[src/rtl/tod_pkg.sv]
// Shared constants and types for the time-of-day counter slice.
package tod_pkg;

    localparam int unsigned SEC_PER_MIN = 60;
    localparam int unsigned MIN_PER_HR  = 60;

    // hr is a fixed 5-bit field, wide enough for both 12- and 24-hour days
    localparam int unsigned HR_W = 5;

    typedef enum logic [1:0] {
        FIELD_HR   = 2'd0,
        FIELD_MIN  = 2'd1,
        FIELD_SEC  = 2'd2,
        FIELD_NONE = 2'd3
    } field_e;

endpackage

[src/rtl/tod_counter_if.sv]
// Control, alarm and time-field bundle between the tick source side and tod_counter.
interface tod_counter_if #(
    parameter int unsigned TICK_W = 14
);

    logic              enable;
    logic              set_en;
    logic [1:0]        set_sel;
    logic              inc_btn;
    logic              dec_btn;
    logic              alarm_en;
    logic [4:0]        alarm_hr;
    logic [5:0]        alarm_min;
    logic [TICK_W-1:0] tick_cnt;
    logic [5:0]        sec;
    logic [5:0]        min;
    logic [4:0]        hr;
    logic              sec_pulse;
    logic              day_wrap;
    logic              alarm_hit;

    modport master (
        output enable, set_en, set_sel, inc_btn, dec_btn, alarm_en, alarm_hr, alarm_min,
        input  tick_cnt, sec, min, hr, sec_pulse, day_wrap, alarm_hit
    );

    modport slave (
        input  enable, set_en, set_sel, inc_btn, dec_btn, alarm_en, alarm_hr, alarm_min,
        output tick_cnt, sec, min, hr, sec_pulse, day_wrap, alarm_hit
    );

endinterface

[src/rtl/mod_counter.sv]
// Modulo-MOD up/down counter with synchronous clear; wrap_up flags an increment out of MOD-1
// combinationally so the parent can chain carries on the same edge.
module mod_counter #(
    parameter int unsigned MOD = 60,
    parameter int unsigned W   = 6
) (
    input  logic         clk,
    input  logic         clr,
    input  logic         inc,
    input  logic         dec,
    output logic [W-1:0] value,
    output logic         wrap_up
);

    localparam logic [W-1:0] Max = W'(MOD - 1);

    logic [W-1:0] value_q, value_d;

    // Simultaneous inc and dec cancel out; clr wins over both.
    always_comb begin
        value_d = value_q;
        wrap_up = 1'b0;
        if (clr) begin
            value_d = '0;
        end else if (inc && !dec) begin
            if (value_q == Max) begin
                value_d = '0;
                wrap_up = 1'b1;
            end else begin
                value_d = value_q + 1'b1;
            end
        end else if (dec && !inc) begin
            value_d = (value_q == '0) ? Max : value_q - 1'b1;
        end
    end

    always_ff @(posedge clk) begin
        value_q <= value_d;
    end

    assign value = value_q;

endmodule

[src/rtl/tod_counter.sv]
// Time-of-day counter: tick divider, sec/min/hr carry chain, button-driven field setting
// and an hour:minute alarm. All outputs registered, fields update on the final-tick edge.
module tod_counter
    import tod_pkg::*;
#(
    parameter int unsigned TICK_DIV      = 10000,
    parameter int unsigned HOURS_PER_DAY = 24,
    parameter int unsigned TICK_W        = $clog2(TICK_DIV)
) (
    input logic          clk,
    input logic          reset,
    tod_counter_if.slave bus
);

    localparam logic [TICK_W-1:0] TickLast = TICK_W'(TICK_DIV - 1);

    logic [TICK_W-1:0] tick_q, tick_d;
    logic              inc_prev_q, dec_prev_q;
    logic              sec_pulse_q, day_wrap_q, alarm_hit_q;

    logic [5:0]        sec_val, min_val;
    logic [HR_W-1:0]   hr_val;
    logic              sec_wrap, min_wrap, hr_wrap;

    field_e            sel;
    logic              tick_last, sec_tick;
    logic              inc_edge, dec_edge, adj_up, adj_dn;
    logic              sec_inc, sec_dec, min_inc, min_dec, hr_inc, hr_dec;
    logic [5:0]        next_min;
    logic [HR_W-1:0]   next_hr;
    logic              alarm_match, day_wrap_d;

    always_comb begin
        sel       = field_e'(bus.set_sel);
        tick_last = (tick_q == TickLast);
        sec_tick  = !bus.set_en && bus.enable && tick_last;

        inc_edge  = bus.inc_btn && !inc_prev_q;
        dec_edge  = bus.dec_btn && !dec_prev_q;
        adj_up    = bus.set_en && inc_edge && !dec_edge;
        adj_dn    = bus.set_en && dec_edge && !inc_edge;

        // Carries only propagate while counting; manual adjustments stay within their field.
        sec_inc   = sec_tick || (adj_up && sel == FIELD_SEC);
        sec_dec   = adj_dn && sel == FIELD_SEC;
        min_inc   = (sec_wrap && !bus.set_en) || (adj_up && sel == FIELD_MIN);
        min_dec   = adj_dn && sel == FIELD_MIN;
        hr_inc    = (min_wrap && !bus.set_en) || (adj_up && sel == FIELD_HR);
        hr_dec    = adj_dn && sel == FIELD_HR;

        if (bus.set_en) begin
            tick_d = '0;
        end else if (bus.enable) begin
            tick_d = tick_last ? '0 : tick_q + 1'b1;
        end else begin
            tick_d = tick_q;
        end

        // {hr,min} as they will read after this edge's minute carry.
        next_min = min_wrap ? 6'd0 : min_val + 6'd1;
        if (hr_wrap) begin
            next_hr = '0;
        end else if (min_wrap) begin
            next_hr = hr_val + 1'b1;
        end else begin
            next_hr = hr_val;
        end

        // next_* are always in range, so out-of-range alarm settings can never compare equal.
        alarm_match = sec_wrap && !bus.set_en && bus.alarm_en &&
                      next_min == bus.alarm_min && next_hr == bus.alarm_hr;
        day_wrap_d  = hr_wrap && !bus.set_en;
    end

    mod_counter #(
        .MOD (SEC_PER_MIN),
        .W   (6)
    ) u_sec (
        .clk     (clk),
        .clr     (reset),
        .inc     (sec_inc),
        .dec     (sec_dec),
        .value   (sec_val),
        .wrap_up (sec_wrap)
    );

    mod_counter #(
        .MOD (MIN_PER_HR),
        .W   (6)
    ) u_min (
        .clk     (clk),
        .clr     (reset),
        .inc     (min_inc),
        .dec     (min_dec),
        .value   (min_val),
        .wrap_up (min_wrap)
    );

    mod_counter #(
        .MOD (HOURS_PER_DAY),
        .W   (HR_W)
    ) u_hr (
        .clk     (clk),
        .clr     (reset),
        .inc     (hr_inc),
        .dec     (hr_dec),
        .value   (hr_val),
        .wrap_up (hr_wrap)
    );

    always_ff @(posedge clk) begin
        if (reset) begin
            tick_q      <= '0;
            inc_prev_q  <= 1'b0;
            dec_prev_q  <= 1'b0;
            sec_pulse_q <= 1'b0;
            day_wrap_q  <= 1'b0;
            alarm_hit_q <= 1'b0;
        end else begin
            tick_q      <= tick_d;
            inc_prev_q  <= bus.inc_btn;
            dec_prev_q  <= bus.dec_btn;
            sec_pulse_q <= sec_tick;
            day_wrap_q  <= day_wrap_d;
            alarm_hit_q <= alarm_match;
        end
    end

    assign bus.tick_cnt  = tick_q;
    assign bus.sec       = sec_val;
    assign bus.min       = min_val;
    assign bus.hr        = hr_val;
    assign bus.sec_pulse = sec_pulse_q;
    assign bus.day_wrap  = day_wrap_q;
    assign bus.alarm_hit = alarm_hit_q;

endmodule

[src/flat_wrapper.sv]
// flat-port wrapper written by rule: the top's interface ports become plain ports
module tod_counter_flat import tod_pkg::*;
#(
    parameter int unsigned TICK_DIV      = 10000,
    parameter int unsigned HOURS_PER_DAY = 24,
    parameter int unsigned TICK_W        = $clog2(TICK_DIV)
)
  (clk, reset, bus_enable, bus_set_en, bus_set_sel, bus_inc_btn, bus_dec_btn, bus_alarm_en, bus_alarm_hr, bus_alarm_min, bus_tick_cnt, bus_sec, bus_min, bus_hr, bus_sec_pulse, bus_day_wrap, bus_alarm_hit);
  tod_counter_if #(.TICK_W(TICK_W)) bus_i ();
  input logic clk;
  input logic reset;
  input wire logic [$bits(bus_i.enable)-1:0] bus_enable;
  input wire logic [$bits(bus_i.set_en)-1:0] bus_set_en;
  input wire logic [$bits(bus_i.set_sel)-1:0] bus_set_sel;
  input wire logic [$bits(bus_i.inc_btn)-1:0] bus_inc_btn;
  input wire logic [$bits(bus_i.dec_btn)-1:0] bus_dec_btn;
  input wire logic [$bits(bus_i.alarm_en)-1:0] bus_alarm_en;
  input wire logic [$bits(bus_i.alarm_hr)-1:0] bus_alarm_hr;
  input wire logic [$bits(bus_i.alarm_min)-1:0] bus_alarm_min;
  output wire logic [$bits(bus_i.tick_cnt)-1:0] bus_tick_cnt;
  output wire logic [$bits(bus_i.sec)-1:0] bus_sec;
  output wire logic [$bits(bus_i.min)-1:0] bus_min;
  output wire logic [$bits(bus_i.hr)-1:0] bus_hr;
  output wire logic [$bits(bus_i.sec_pulse)-1:0] bus_sec_pulse;
  output wire logic [$bits(bus_i.day_wrap)-1:0] bus_day_wrap;
  output wire logic [$bits(bus_i.alarm_hit)-1:0] bus_alarm_hit;
  assign bus_i.enable = bus_enable;
  assign bus_i.set_en = bus_set_en;
  assign bus_i.set_sel = bus_set_sel;
  assign bus_i.inc_btn = bus_inc_btn;
  assign bus_i.dec_btn = bus_dec_btn;
  assign bus_i.alarm_en = bus_alarm_en;
  assign bus_i.alarm_hr = bus_alarm_hr;
  assign bus_i.alarm_min = bus_alarm_min;
  assign bus_tick_cnt = bus_i.tick_cnt;
  assign bus_sec = bus_i.sec;
  assign bus_min = bus_i.min;
  assign bus_hr = bus_i.hr;
  assign bus_sec_pulse = bus_i.sec_pulse;
  assign bus_day_wrap = bus_i.day_wrap;
  assign bus_alarm_hit = bus_i.alarm_hit;
  tod_counter #(.TICK_DIV(TICK_DIV), .HOURS_PER_DAY(HOURS_PER_DAY), .TICK_W(TICK_W)) u_core (.clk(clk), .reset(reset), .bus(bus_i));
endmodule
[config.mk]
export PLATFORM = sky130hd
export DESIGN_NAME = tod_counter_flat
export DESIGN_NICKNAME = d
export VERILOG_FILES = /design/src/rtl/tod_pkg.sv /design/src/rtl/tod_counter_if.sv /design/src/rtl/mod_counter.sv /design/src/rtl/tod_counter.sv /design/src/flat_wrapper.sv
export SDC_FILE = /design/constraint.sdc
export NUM_CORES = 1
export LEC_CHECK = 0
export BUFFER_PORTS_ARGS = -buffer_cell sky130_fd_sc_hd__buf_4
export CAP_MARGIN = 20
export CORE_MARGIN = 4
export CORE_UTILIZATION = 56
export DETAILED_ROUTE_END_ITERATION = 10
export PLACE_DENSITY = 0.88
export SYNTH_ARGS = -nofsm -noshare
export SYNTH_HDL_FRONTEND = slang
export SYNTH_HIERARCHICAL = 1
export SYNTH_SLANG_ARGS = --single-unit
[constraint.sdc]
create_clock -name clk -period 5.5 [get_ports clk]
set_input_delay 1.375 -clock clk [delete_from_list [all_inputs] [get_ports clk]]
set_output_delay 1.375 -clock clk [all_outputs]
set_load 0.005 [all_outputs]
==> results of run 1 <==
## worst reg2reg max path, stage by stage (launching register included)
cell and delay (ns):
dfxtp_1 0.43, or4b_1 0.47, nor3_1 0.15, nand4_1 0.19, o22ai_1 0.19, ha_1 0.19, nand3_1 0.11, nor2_1 0.10
inv_1 0.06, o22ai_1 0.17, ha_1 0.20, nand3_1 0.12, nor2_1 0.16, inv_1 0.10, o32ai_1 0.13, ha_1 0.37
and3_1 0.27, and4bb_2 0.34, nor3_1 0.07, or3b_1 0.37, nor4_2 0.21
## worst min path at each step
stage	endpoint	slack, ns	cells after the start
global route	u_core/bus.tick_cnt[5]$_SDFFE_PP0P_	0.60	2
finish	u_core/bus.tick_cnt[13]$_SDFFE_PP0P_	0.57	2
detailed placement	u_core/bus.tick_cnt[13]$_SDFFE_PP0P_	0.55	2
CTS	u_core/bus.tick_cnt[13]$_SDFFE_PP0P_	0.58	2
global placement	u_core/bus.tick_cnt[13]$_SDFFE_PP0P_	0.54	2
floorplan	u_core/bus.tick_cnt[13]$_SDFFE_PP0P_	0.53	2
## sequential cells by signal, summed over array words and instances, names as in the netlist
name	count
u_core/bus.alarm_hit	1
u_core/dec_prev_q	1
u_core/bus.sec_pulse	1
u_core/bus.tick_cnt	14
u_core/inc_prev_q	1
u_core/u_sec/value	6
u_core/u_min/value	6
u_core/bus.day_wrap	1
u_core/u_hr/value	5
## metrics by stage
step / power, uW / std cells
2_1_floorplan: 349 / 349
3_3_place_gp: 383 / 456
3_5_place_dp: 386 / 456
4_1_cts: 621 / 464
5_1_grt: 643 / 464
6_report: 616 / 464
## cells in the mapped netlist (all sizes together) (3+ instances only)
cell type / count / area (um2)
a21oi: 14 / 70.1
a31oi: 6 / 37.5
and3: 7 / 45.1
buf: 7 / 52.5
clkbuf: 9 / 40.0
dfxtp: 36 / 721
ha: 14 / 175
inv: 25 / 93.8
mux2i: 7 / 70.1
nand2: 18 / 70.1
nand2b: 3 / 18.8
nand3: 12 / 60.1
nand4: 15 / 100
nor2: 44 / 170
nor2b: 6 / 37.5
nor3: 11 / 55.1
nor4: 7 / 62.6
o21ai: 18 / 90.1
o221ai: 4 / 35.0
o22ai: 5 / 31.3
o32ai: 3 / 26.3
or2: 4 / 25.0
or3: 6 / 37.5
or3b: 3 / 26.3
or4: 3 / 26.3
or4b: 4 / 43.8
xnor2: 13 / 114
xor2: 16 / 140
## logic make-up (layout without fill, tap and decap cells)
kind of cell,count (synthesis),count (layout),share of synthesized area [%]
flops,36,36,26.5
compound gates,69,69,16.6
mux,7,7,2.57
buf+inv,41,89,6.85
fa+ha+maj,14,14,6.44
xor+xnor,29,29,9.33
simple gates,153,153,31.7
## power by group through the flow
stage	clock, uW	combinational (uW)	sequential [uW]
after global routing	248	111	284
after floorplan	0	66.8	282
final	234	101	282
after CTS	240	99.9	281
after global placement	0	95.7	287
after detailed placement	0	99.1	287
## area by class of cell
type	count	area, um2
fill	415	1480
sequential	36	721
timing repair buffer	56	420
tap	67	83.8
clock inverter	3	42.5
multi-input combinational	272	1810
inverter	25	93.8
clock buffer	5	68.8
## routing by layer
metal | wire, um | vias to the layer above | share of wire, %
met3 | 381 | 16 | 5.8
met1 | 2840 | 1277 | 43
li1 | - | 1357 | -
met5 | 0 | - | 0
met4 | 137 | 0 | 2.1
met2 | 3260 | 102 | 49
## cell usage in the layout, fill, tap and decap left out, types with 3 or more instances in the layout
cell	n
nand2b_1	3
o221ai_1	4
o21ai_1	3
or3_1	6
nand4_1	14
xor2_1	16
a21oi_1	14
ha_1	14
nor4_1	4
o22ai_1	5
nand2_1	17
o21ai_0	15
xnor2_1	13
and3_1	6
or3b_1	3
nor3_1	11
o32ai_1	3
inv_1	25
buf_4	56
nand3_1	12
clkbuf_8	5
dfxtp_1	36
or4b_1	3
mux2i_1	7
or2_2	4
nor2b_1	6
nor2_1	42
a31oi_1	6
nor4_2	3
==> results.md, run 1 <==
- Share of layout cells above drive strength 1: 20.2%
- Worst r2r src: u_core/bus.tick_cnt[3]$_SDFFE_PP0P_
- Top_reg_cell synth: dfxtp_1
- Reg2reg path depth: 20
- Worst Hold Class: reg -> reg
- Placed cell area: 3130 um2
- Num CTS Buffers: 5
- LEAKAGE: 0.00129 uW
- Unique masters post-synth: 58
- Clk slew on worst S/H paths: 0.08 ns
- CP top delay family: simple AND/OR/NAND/NOR gates
- Nets: 430
- PortBufs: 53
- Hold Buf Count CTS: 0
- Worst hold slack: 0.570 ns
- Die area: 6040 um2
- Switching Share: 26.8%
- Final slew viol count: 0
- Setup TNS: 0 ns
- Critical path endpoint category: flip-flop
- Combinational power share: 16.4%
- Hold Crit Start: u_core/bus.tick_cnt[13]$_SDFFE_PP0P_
- CTS Sinks: 36
- Max clock buf depth: 2
- Num ports: 54
- Status: finished, final reports clean
- Switching Power: 165 uW
- Worst path slowest cell: ha_1
- Area growth syn-to-layout: 19.2%
- Design area: 3240 um2
- Routed vias: 2752
- Final worst-path cycle share: 89.9%
- Final Hold Vio Count: 0
- Cell repeated most along the worst path: ha_1
- Post-Syn Area: 2720 um2
- Initial core utilization: 57.6%
- Final worst setup slack: 0.553 ns
- Required time of the critical path: 5.71 ns
- Clock root cell: clkbuf_8
- RSZ-0062 raised after global routing: no
- PostCTS Resize Cnt: 0
- Avg Inst Size Synth: 7.80 um2
- Worst Skew: 0.00646 ns
- Seq pwr share: 45.7%
- CTS tree: done
- GR met3 Demand/Resource: 3.60%
- CP startpoint kind: primary input
- Slowest cell delay on critical path: 0.37 ns
- Total GRT Usage: 21.5%
- Minimum clock period: 4.95 ns
- Headroom to the max-slew limit: 58.6%
- Asr flop ratio synth: 0%
- Final setup violation count: 0
- FMAX: 0.202 GHz
- Power Dens Cells: 190 nW/um2
- Measured slew at the worst slew-check pin: 0.620 ns
- Most Crowded Layer GR: met2
- Crit path DAT: 5.15 ns
- Maximum VDD drop: 0.106 mV
- Total number of yosys warnings: 6
- Routed Antenna Nets: 0
- Crit path depth: 21
- DIE WIDTH: 77.7 um
- Placement Setup Slack: 0.307 ns
- WL per Instance: 14.3 um
- Diode count: 0
- Seq/Total Area, Yosys: 26.5%
- P_int: 451 uW
- Core box area: 4720 um2
- Fin util: 68.7%
- Met2 GRT Util: 36.6%
- WS Path Type: in -> reg
- HPWL Detailed: 4750 um
- WP buf/inv: 3
- Die Ht: 77.7 um
- Vias in the first global route: 2434
- Max_cap viols: 0
- DRT Pass-1 Iters: 4
- R2r endpoint: u_core/bus.alarm_hit$_SDFF_PP0_
- Number of DRC markers in iteration 0: 201
- Final wirelength: 6620 um
- # H-tree levels: 2
- Total grt overflow: 0
- CP Cell Sequence: buf_4 -> nand4_1 -> nor3_1 -> nand4_1 -> o22ai_1 -> ha_1 -> nand3_1 -> nor2_1 -> inv_1 -> o22ai_1 -> ha_1 -> nand3_1 -> nor2_1 -> inv_1 -> o32ai_1 -> ha_1 -> and3_1 -> and4bb_2 -> nor3_1 -> or3b_1 -> nor4_2
- Post-synth EDFFs: 0
- R2R Setup Slk: 1.02 ns
- M1 GR Usage: 27.2%
- First-pass GRT wire length: 10900 um
- Largest net degree at the start of global routing: 27
- #FFs+latches synth: 36
- # rows: 25
- Max Fanout on Critical Path: 9
- Syn_nets: 383
- Worst skew pair latency: 0.29 ns
- Capture point of the critical path: u_core/bus.alarm_hit$_SDFF_PP0_
- Vias per Instance: 5.93
- Post-CTS Setup Repair Bufs: 0
- Crit. Startpoint: bus_enable
- Initial antenna violation count: 0
- Cells after synthesis: 349
- Drc violations: 0
- Clock share of power: 38.0%
- GP Congestion: 0.862
Power figures use the tool's default switching activity.
==> inputs of run 2 (changes only) <==
--- a/config.mk
+++ b/config.mk
@@ -7,7 +7,7 @@
 export LEC_CHECK = 0
 export BUFFER_PORTS_ARGS = -buffer_cell sky130_fd_sc_hd__buf_4
 export CAP_MARGIN = 20
-export CORE_MARGIN = 4
+export CORE_MARGIN = 10
 export CORE_UTILIZATION = 56
 export DETAILED_ROUTE_END_ITERATION = 10
 export PLACE_DENSITY = 0.88
==> results.md, run 2 (synthesized netlist as in run 1, its figures left out) <==
- Final worst setup slack: 0.534 ns
- Routed Antenna Nets: 0
- RSZ-0062 raised after global routing: no
- Total GRT Usage: 16.2%
- Placed cell area: 3130 um2
- Setup TNS: 0 ns
- PostCTS Resize Cnt: 0
- Num ports: 54
- Final wirelength: 6800 um
- Hold Buf Count CTS: 0
- CP startpoint kind: primary input
- Vias in the first global route: 2536
- Max reg flops: 14
- Number of DRC markers in iteration 0: 113
- Max clock buf depth: 2
- Clock root cell: clkbuf_8
- Final worst-path cycle share: 90.3%
- FMAX: 0.201 GHz
- Worst hold slack: 0.568 ns
- CTS Sinks: 36
- Core box area: 4720 um2
- Num CTS Buffers: 5
- Nets: 430
- Measured slew at the worst slew-check pin: 0.590 ns
- DRT Pass-1 Iters: 5
- Headroom to the max-slew limit: 60.6%
- WP buf/inv: 3
- Vias per Instance: 5.92
- WS Path Type: in -> reg
- Placement Setup Slack: 0.294 ns
- Finished Layout Cells: 464
- Reg area: 721 um2
- WL per Instance: 14.7 um
- Fill cells: 380
- Final setup violation count: 0
- Post-CTS Setup Repair Bufs: 0
- CP Cell Sequence: buf_4 -> nand4_1 -> nor3_1 -> nand4_1 -> o22ai_1 -> ha_1 -> nand3_1 -> nor2_1 -> inv_1 -> o22ai_1 -> ha_1 -> nand3_1 -> nor2_1 -> inv_1 -> o32ai_1 -> ha_1 -> and3_1 -> and4bb_2 -> nor2_1 -> mux2i_1 -> xor2_1 -> nand4_1 -> nor4_2
- Worst Skew: 0.00474 ns
- Diode count: 0
- GP Congestion: 0.849
- Die Ht: 89.7 um
- Commonest non-fill, non-tap cell in the layout: buf_4
- Crit path DAT: 5.18 ns
- Final Hold Vio Count: 0
- Largest net degree at the start of global routing: 27
- Drc violations: 0
- Total grt overflow: 0
- LEAKAGE: 0.00129 uW
- Die area: 8050 um2
- # H-tree levels: 2
- DIE WIDTH: 89.7 um
- Status: finished, final reports clean
- Initial core utilization: 57.6%
- Worst path slowest cell: ha_1
- Maximum VDD drop: 0.0975 mV
- CP top delay family: simple AND/OR/NAND/NOR gates
- Most frequent cells in the layout: 56 x buf_4, 42 x nor2_1, 36 x dfxtp_1
- CTS tree: done
- Minimum clock period: 4.97 ns
- Worst skew pair latency: 0.29 ns
- Clk slew on worst S/H paths: 0.08 ns
- Max_cap viols: 0
- Design area: 3240 um2
- Share of layout cells above drive strength 1: 20.2%
- Initial antenna violation count: 0
- HPWL Detailed: 4930 um
- Routed vias: 2747
- PortBufs: 53
- Worst Hold Class: reg -> reg
- Placed cells: 456
- Slowest cell delay on critical path: 0.37 ns
- Final slew viol count: 0
- Area growth syn-to-layout: 19.2%
- Max Fanout on Critical Path: 9
- Power Dens Cells: 191 nW/um2
- # rows: 25
- Multi-input gate area: 1810 um2
- Required time of the critical path: 5.71 ns
- Critical path endpoint category: flip-flop
- First-pass GRT wire length: 11500 um
run 2: cell counts in the layout (fill, tap and decap cells not counted):
No cell type changed its count.
run 2: path summary, 6_finish.rpt:
kind,from,endpoint,slack [ns],cells after the start
worst max-delay path,bus_enable,u_core/bus.alarm_hit$_SDFF_PP0_,0.53,23
worst min-delay path,u_core/bus.tick_cnt[13]$_SDFFE_PP0P_,u_core/bus.tick_cnt[13]$_SDFFE_PP0P_,0.57,2
worst max register to register,u_core/bus.tick_cnt[3]$_SDFFE_PP0P_,u_core/bus.alarm_hit$_SDFF_PP0_,1.02,22
worst min register to register,u_core/bus.tick_cnt[13]$_SDFFE_PP0P_,u_core/bus.tick_cnt[13]$_SDFFE_PP0P_,0.57,2
run 2: cell type report:
| class | count | share of cell area, % |
|---|---|---|
| multi-input cells | 272 | 55.9 |
| flip-flops and latches | 36 | 22.2 |
| repair buffers | 56 | 13.0 |
| inverters | 25 | 2.89 |
| well taps | 67 | 2.58 |
| clock buffers | 5 | 2.12 |
| clock inverters | 3 | 1.31 |
run 2: through the flow:
step                util [%]  power (uW)
floorplan                  -         349
global placement        66.3         383
detailed placement      66.3         386
CTS                     68.7         624
global route            68.7         651
finish                  68.7         619
run 2: report_power, final:
| group | internal (uW) | leakage, uW | total (uW) | switching [uW] |
|---|---|---|---|---|
| Sequential | 267 | 0.000292 | 281 | 14.8 |
| Clock | 134 | 0.0000541 | 238 | 104 |
| Combinational | 50.7 | 0.000941 | 99.6 | 48.9 |
run 2: worst min-delay path, cell delays in order (launching register included):
cell	delay, ns
dfxtp_1	0.38
xnor2_1	0.09
nor2_1	0.07
run 2: routing by layer:
metal / up-vias / routed length, um / global-route usage (%) / share of wire (%)
met5: - / 0 / 0 / 0
met4: 0 / 34 / 4.58 / 0.50
met3: 4 / 450 / 4.57 / 6.6
met2: 94 / 3330 / 27.4 / 49
met1: 1281 / 2980 / 19.3 / 44
li1: 1368 / - / - / -
